**config.mk**
```make
export PLATFORM = sky130hd
export DESIGN_NAME = receptor_serial
export DESIGN_NICKNAME = d
export VERILOG_FILES = /design/src/rtl/receptor_serial_pkg.sv /design/src/rtl/receptor_serial_sincronizador.sv /design/src/rtl/receptor_serial.sv
export SDC_FILE = /design/constraint.sdc
export NUM_CORES = 1
export LEC_CHECK = 0
export ABC_AREA = 1
export ABC_CLOCK_PERIOD_IN_PS = 1600
export BUFFER_PORTS_ARGS = -buffer_cell sky130_fd_sc_hd__buf_4
export CORE_ASPECT_RATIO = 1.5
export CORE_MARGIN = 1.5
export CORE_UTILIZATION = 57
export CTS_CLUSTER_DIAMETER = 40
export CTS_CLUSTER_SIZE = 28
export DETAILED_ROUTE_END_ITERATION = 8
export PLACE_DENSITY = 0.85
export RECOVER_POWER = 50
export SLEW_MARGIN = 0
export SYNTH_ARGS = -nofsm -noshare
export SYNTH_HDL_FRONTEND = slang
export SYNTH_SLANG_ARGS = --single-unit
```
**constraint.sdc**
```tcl
create_clock -name iClk -period 1.6 [get_ports iClk]
set_input_delay 0.16 -clock iClk [delete_from_list [all_inputs] [get_ports iClk]]
set_output_delay 0.16 -clock iClk [all_outputs]
set_load 0.05 [all_outputs]
```
**src/rtl/receptor_serial_pkg.sv**
```systemverilog
// rtl/receptor_serial_pkg.sv - shared states, bit-timing helpers and parity for the serial link
package receptor_serial_pkg;

    typedef enum logic [2:0] {IDLE, START, DATA, PARITY, STOP} estadoT;

    function automatic int mitadBit(input int clksPorBit);
        return clksPorBit / 2;
    endfunction

    function automatic int anchoCnt(input int clksPorBit);
        return $clog2(clksPorBit);
    endfunction

    // Parity bit a transmitter sends for this word; the receiver compares against it.
    function automatic logic bitParidad(input logic [15:0] dato, input logic impar);
        return (^dato) ^ impar;
    endfunction

endpackage

```
**src/rtl/receptor_serial_sincronizador.sv**
```systemverilog
// rtl/receptor_serial_sincronizador.sv - two-flop synchronizer that resets to 1 (idle line level)
module receptor_serial_sincronizador (
    input  logic iClk,
    input  logic iRst,
    input  logic iAsync,
    output logic oSync
);

    logic meta;

    always_ff @(posedge iClk) begin
        if (iRst) begin
            meta  <= 1'b1;
            oSync <= 1'b1;
        end else begin
            meta  <= iAsync;
            oSync <= meta;
        end
    end

endmodule

```
**src/rtl/receptor_serial.sv**
```systemverilog
// rtl/receptor_serial.sv - framed serial receiver with valid/ack handshake and error flags
module receptor_serial
    import receptor_serial_pkg::*;
#(
    parameter int DATA_BITS    = 8,
    parameter int CLKS_PER_BIT = 16,
    parameter int PARITY_EN    = 1,
    parameter int PARITY_ODD   = 0
) (
    input  logic                 iClk,
    input  logic                 iRst,
    input  logic                 iRx,
    input  logic                 iAck,
    output logic [DATA_BITS-1:0] oDato,
    output logic                 oValido,
    output logic                 oErrorParidad,
    output logic                 oErrorTrama,
    output logic                 oSobrecarga,
    output logic                 oOcupado
);

    localparam int HALF_BIT = mitadBit(CLKS_PER_BIT);
    localparam int CNT_W    = anchoCnt(CLKS_PER_BIT);
    localparam int IDX_W    = $clog2(DATA_BITS + 1);

    localparam logic [CNT_W-1:0] CNT_FIN   = CNT_W'(CLKS_PER_BIT - 1);
    localparam logic [CNT_W-1:0] CNT_MEDIO = CNT_W'(HALF_BIT - 1);
    localparam logic [IDX_W-1:0] IDX_ULT   = IDX_W'(DATA_BITS - 1);
    localparam logic             PAR_IMPAR = (PARITY_ODD != 0);

    estadoT               estado;
    estadoT               estadoSig;
    logic                 rxS;
    logic                 rxPrev;
    logic [CNT_W-1:0]     cnt;
    logic [IDX_W-1:0]     bitIdx;
    logic [DATA_BITS-1:0] sr;
    logic                 errPar;
    logic                 finBit;
    logic                 finMedio;
    logic                 muestraDato;
    logic                 muestraPar;
    logic                 completo;
    logic                 reinicioCnt;

    receptor_serial_sincronizador uSinc (
        .iClk   (iClk),
        .iRst   (iRst),
        .iAsync (iRx),
        .oSync  (rxS)
    );

    assign finBit   = (cnt == CNT_FIN);
    assign finMedio = (cnt == CNT_MEDIO);

    always_ff @(posedge iClk) begin
        if (iRst) begin
            estado <= IDLE;
        end else begin
            estado <= estadoSig;
        end
    end

    always_comb begin
        estadoSig = estado;
        unique case (estado)
            IDLE:   if (rxPrev && !rxS) estadoSig = START;
            START:  if (finMedio) estadoSig = rxS ? IDLE : DATA;
            DATA:   if (finBit && bitIdx == IDX_ULT) estadoSig = (PARITY_EN != 0) ? PARITY : STOP;
            PARITY: if (finBit) estadoSig = STOP;
            STOP:   if (finBit) estadoSig = IDLE;
            default: estadoSig = IDLE;
        endcase
    end

    always_comb begin
        muestraDato = (estado == DATA) && finBit;
        muestraPar  = (estado == PARITY) && finBit;
        completo    = (estado == STOP) && finBit;
        // Restart the bit timer on every state change and between data bits.
        reinicioCnt = (estadoSig != estado) || muestraDato;
    end

    always_ff @(posedge iClk) begin
        if (iRst) begin
            rxPrev <= 1'b1;
            cnt    <= '0;
            bitIdx <= '0;
            sr     <= '0;
            errPar <= 1'b0;
        end else begin
            rxPrev <= rxS;
            if (reinicioCnt) begin
                cnt <= '0;
            end else if (estado != IDLE) begin
                cnt <= cnt + 1'b1;
            end
            if (estado == START && finMedio) begin
                bitIdx <= '0;
                errPar <= 1'b0;
            end else if (muestraDato) begin
                bitIdx <= bitIdx + 1'b1;
                sr     <= DATA_BITS'({rxS, sr} >> 1);
            end
            if (muestraPar) begin
                errPar <= (rxS != bitParidad(16'(sr), PAR_IMPAR));
            end
        end
    end

    // A completing frame takes priority over an acknowledge in the same cycle.
    always_ff @(posedge iClk) begin
        if (iRst) begin
            oDato         <= '0;
            oValido       <= 1'b0;
            oErrorParidad <= 1'b0;
            oErrorTrama   <= 1'b0;
            oSobrecarga   <= 1'b0;
            oOcupado      <= 1'b0;
        end else begin
            oOcupado <= (estadoSig != IDLE);
            if (completo && (!oValido || iAck)) begin
                oDato         <= sr;
                oErrorParidad <= errPar;
                oErrorTrama   <= ~rxS;
                oValido       <= 1'b1;
                oSobrecarga   <= 1'b0;
            end else if (completo) begin
                oSobrecarga <= 1'b1;
            end else if (iAck && oValido) begin
                oValido       <= 1'b0;
                oErrorParidad <= 1'b0;
                oErrorTrama   <= 1'b0;
                oSobrecarga   <= 1'b0;
            end
        end
    end

endmodule

```
; ---- Word-level counts from Yosys, hierarchy flattened
; Index checks and enable logic that the tools add are counted.
[op_classes]
reduce_logical = 24
n_mux = 15
eq_ne = 10
n_addsub = 2
bitwise = 2
[ops]
columns = cell, count
row1 = 16-bit parity, 1
row2 = 3-bit 2-to-1 mux, 5
row3 = 3-bit case mux with 5 select lines, 1
row4 = "4-bit by 1-bit adder with 4-bit output, second input constant", 2
row5 = "4-bit by 3-bit == test with 1-bit output, second input constant", 2
row6 = 1-bit logical AND, 8
row7 = 1-bit 2-to-1 mux, 8
row8 = "3-bit by 2-bit == test with 1-bit output, second input constant", 2
row9 = 2-bit nonzero test, 3
row10 = 3-bit nonzero test, 2
row11 = 2-bit OR reduction, 3
row12 = "4-bit == test, second input constant", 1
row13 = 2-bit AND reduction, 2
row14 = "3-bit by 1-bit == test with 1-bit output, second input constant", 1
row15 = "3-bit == test, second input constant", 1
row16 = 3-bit zero test, 1
row17 = 3-bit inequality test, 1
row18 = 1-bit zero test, 2
row19 = 1-bit logical OR, 2
row20 = 2-bit 2-to-1 mux, 1
row21 = "2-bit by 1-bit inequality test with 1-bit output, second input constant", 1
row22 = 1-bit NOT, 2
row23 = 1-bit inequality test, 1
[word_totals]
reg_bits = 36
in_bits = 4
word_cells = 67
output_inout_bits = 13

; ---- Longest topological paths before layout
[logic_depth]
depth_word = 7
ltp_mapped = 11
mapped_depth_nobuf = 11

; ---- Cells and area by module
; Synthesis repeated with hierarchy kept, for this count alone.
[unflattened]
hier_cells = 221
area_unflattened_um2 = 1661.6
[modules_own_cells]
columns = module, n_inst, seq_area_each_um2, cells_per_inst, area_each_um2
row1 = receptor_serial, 1, 680.7, 214, 1602.8
row2 = receptor_serial_sincronizador, 1, 40.0, 7, 58.8

; ---- Worst setup path before layout
; Ideal clock, no wire load.
[synth_timing]
kind = reg-to-reg
start = reg cnt[0]
end = reg cnt[0]
path_slack_ns = 0.233
path_buffers = 0
synth_period_minus_slack_ns = 1.367
arrival_time_ns = 1.252
path_stages_with_launch = 11
required_ns = 1.484
setup_ns = 0.116
path_cell_list = dfxtp_1 -> ha_1 -> nand3_4 -> clkinv_4 -> nand2_4 -> nor2_2 -> nand2_1 -> nand3_1 -> nand2_1 -> nand2_2 -> nor2_1
[synth_via]
elab_chain_len = 7
elab_cells_between_ends = 13
cone_classes = add/sub (1) / eq/ne (3) / mux (5) / reduce/logical (4)
[synth_lines]
columns = item, line_no
row1 = "start, declared", receptor_serial.sv:35  ; logic [CNT_W-1:0] cnt;
row2 = "start signal, assigned", receptor_serial.sv:96  ; cnt <= cnt + 1'b1;
row3 = 4-bit == test, receptor_serial.sv:53  ; assign finBit = (cnt == CNT_FIN);
row4 = 1-bit logical AND, receptor_serial.sv:69  ; DATA: if (finBit && bitIdx == IDX_ULT) estadoSig = (PARITY_EN != 0) ? PARITY : STOP;
row5 = 3-bit 2-to-1 mux, receptor_serial.sv:69
row6 = 3-bit case mux with 5 select lines, receptor_serial.sv:66  ; unique case (estado)
row7 = 3-bit inequality test, receptor_serial.sv:81  ; reinicioCnt = (estadoSig != estado) || muestraDato;
row8 = 1-bit logical OR, receptor_serial.sv:81
row9 = 2-bit OR reduction (no line), --
; Several ways; a longest one is shown, not always the timed one.
; A chain may end at the register's enable or synchronous reset.

; ---- Worst setup path in the final report
; Same ends and word-level chain as after synthesis.

==> flow_summary.toml <==
[logic_synthesis]
synth.most_common_cell = "nand2_1"
synth_top_area_share_pct = 41.7
synth.top_cells.by_count = "nand2_1 (57), dfxtp_1 (36), inv_1 (26)"
yosysTopAreaCell = "dfxtp_1"
ys_async_sr_fraction_pct = 0
syn_avg_cell_area_sq_um = 7.32
yosys_warnings = 0
synth-seq-area-share_pct = 41.7
syn_nets = 242
netlist_top_cells_area = "dfxtp_1 (42%), nand2_1 (12%), a21oi_1 (7.0%), o21ai_0 (6.1%), inv_1 (5.6%)"
syn-instance-count = 236
synth_area_sq_um = 1730
ys_seq_elements = 36
ys_types = 32
ys.flop_type = "dfxtp_1"
synth_edf_count = 0

[finish]
multi_input_area_sq_um = 845
seqCellArea_sq_um = 721
drive_above_1_share_pct = 16.0
final_nets = 262
diodes = 0
areaGrowthSynthToFinish_pct = 11.2
n_fill_cell = 290

[worst_setup_path]
critical_path.endpoint_type = "register"
crit_path_frequent_cell = "nand2_2"
r2r_end = "cnt[0]"
max_stage_delay_ps = 370
cp_num_buf_inv = 1
worst_r2r_startpoint = "cnt[0]"
worstSetupPathType = "register to register"
worst_path_max_delay_cell = "dfxtp_1"
critical_path_depth = 9
worst-r2r-setup-slack_ps = 120
crit_path_start_kind = "register"
cp_cell_sequence = "ha_2 -> nand3_4 -> clkinv_4 -> nand2_2 -> nand2_2 -> nor2_1 -> nor3b_2 -> nand2_2 -> nor2_1"
r2r_cells = 9
cp_max_fo = 4
cp_data_arrival_time_ps = 1720
critPathTopFamily = "simple AND/OR/NAND/NOR gates"
worst-endpoint-required_ps = 1830

[placed_design]
io_buffers = 16
place_hpwl_um = 2450
gp_congestion = 0.956

[run]
max_cap_viol_count = 0

[routing]
dr_total_vias = 1491
wire_per_inst_um = 11.0
drc = 0
first_pass_iters = 4
drt_iter0_drc = 26
antenna_left = 0
wl_um = 3260
via_per_inst = 5.04

[clock_tree]
h-tree-depth = 2
cts_tree = "built"
ctsResizeCount = 0
cts_setup_buffers = 0
cts_sinks = 36
root_buffer = "clkbuf_8"
clk_latency_ps = 290
hold_buffers = 0
clk_pin_slew_worst_paths_ps = 70
numCtsBuffers = 5
cts_max_path_buffers = 2

[sta]
fin_crit_ps = 1480
rsz0062_at_grt = "no"
max-slew-margin-rel_pct = 60.3
finClkSkew_ps = 5.59
slew_violations = 0
hold_viol = 0
max_freq_mhz = 674
tns_ps = 0
setup_violations = 0
period_share_pct = 92.8
worst_pin_slew_ps = 598

[die]
die_h_um = 70.4
die_x_um = 48.0
start_util_pct = 59.9
core_area_sq_um = 2880
ios = 17
rows = 24
die-area_sq_um = 3380

[hold_path]
hp-class = "primary input to register"
hold_depth = 2
hold_start = "iRx"
hold_end = "uSinc.meta"

[global_routing]
grt_antenna_before_repair = 0
grt_util_all_layers_pct = 22.8
grt_pass1_vias = 1354
grt_max_degree = 19
grt_first_pass_wirelength_um = 5500
grt.overflow.total = 0

[pwr]
power_w = 0.00164
powerDensity_nw_per_um2 = 856
ir_drop_uv = 700
power.leakage_nw = 0.830

[status]
outcome = "complete, no violations"
## registers in the layout, summed over array words and instances, names as in the netlist
signal,flops
bitIdx,4
oErrorParidad,1
errPar,1
rxPrev,1
uSinc.meta,1
cnt,4
oDato,8
oOcupado,1
oValido,1
oErrorTrama,1
estado,3
oSobrecarga,1
uSinc.oSync,1
sr,8
## final cells by class
class / count / share of cell area (%)
clock inverter: 2 / 0.521
multi-input combinational: 163 / 44.0
tap: 39 / 2.54
sequential: 36 / 37.5
timing repair buffer: 18 / 4.30
inverter: 32 / 6.84
clock buffer: 6 / 4.30
## placed cells by master (no fill, tap or decap)
cell type	instances
inv_6	1
xnor2_1	3
o21ai_0	20
ha_2	1
nor3b_2	1
xor2_1	1
inv_1	26
mux2_2	1
nand2_4	2
a31oi_1	2
nand3_1	10
nand2_2	7
nor2_2	5
inv_2	3
nor3_1	1
clkinv_2	3
clkbuf_1	14
nand3b_1	1
o21ai_1	2
ha_1	1
nand3_4	2
nand2_1	57
or2_2	2
nor2_1	16
o21a_1	1
a21oi_1	24
buf_4	4
nor2_4	1
nand4_1	1
clkinv_4	1
dfxtp_1	36
clkbuf_8	6
a21oi_2	1
## how the worst max path moves through the flow
stage	start	to	slack, ps
after detailed placement	cnt[0]	cnt[0]	90
after global routing	cnt[0]	cnt[3]	20
after CTS	cnt[0]	cnt[0]	80
after global placement	cnt[0]	cnt[0]	160
final	cnt[0]	cnt[0]	120
after floorplan	cnt[0]	cnt[0]	230
## per-stage QoR
step                setup slack [ps]  util (%)  hold WS (ps)  instances  cell area (sq um)
finish                           115      66.6          48.1        296               1920
global route                    17.7      66.6          41.6        296               1920
CTS                             84.1      68.4          41.7        296               1970
detailed placement              94.2      65.1           348        288               1880
global placement                 156      65.1           345        288               1880
floorplan                        233         -           264        236               1730
## metal layers
| metal | global-route usage (%) | up-vias | share of wire (%) |
|---|---|---|---|
| met5 | 0 | - | 0 |
| li1 | - | 793 | - |
| met2 | 37.9 | 15 | 53 |
| met1 | 24.4 | 675 | 41 |
| met4 | 10.8 | 0 | 2.6 |
| met3 | 6.98 | 8 | 2.5 |
## where the power goes
group	switching (W)	internal [W]	total, W
combinational	0.0000442	0.0000236	0.0000678
clock	0.000324	0.000343	0.000668
sequential	0.00000548	0.000903	0.000909
## cell families (layout without fill, tap and decap cells)
kind of cell	after synthesis	count (layout)	share of synthesized area, %
XOR/XNOR	4	4	2.03
multiplexers	1	1	0.652
adder cells (fa/ha/maj)	2	2	1.45
flip-flops	36	36	41.7
buffers and inverters	37	58	9.56
AND/OR/NAND/NOR	106	106	29.6
AO/OA/AOI/OAI	50	50	15.0
Power figures use the tool's default switching activity.
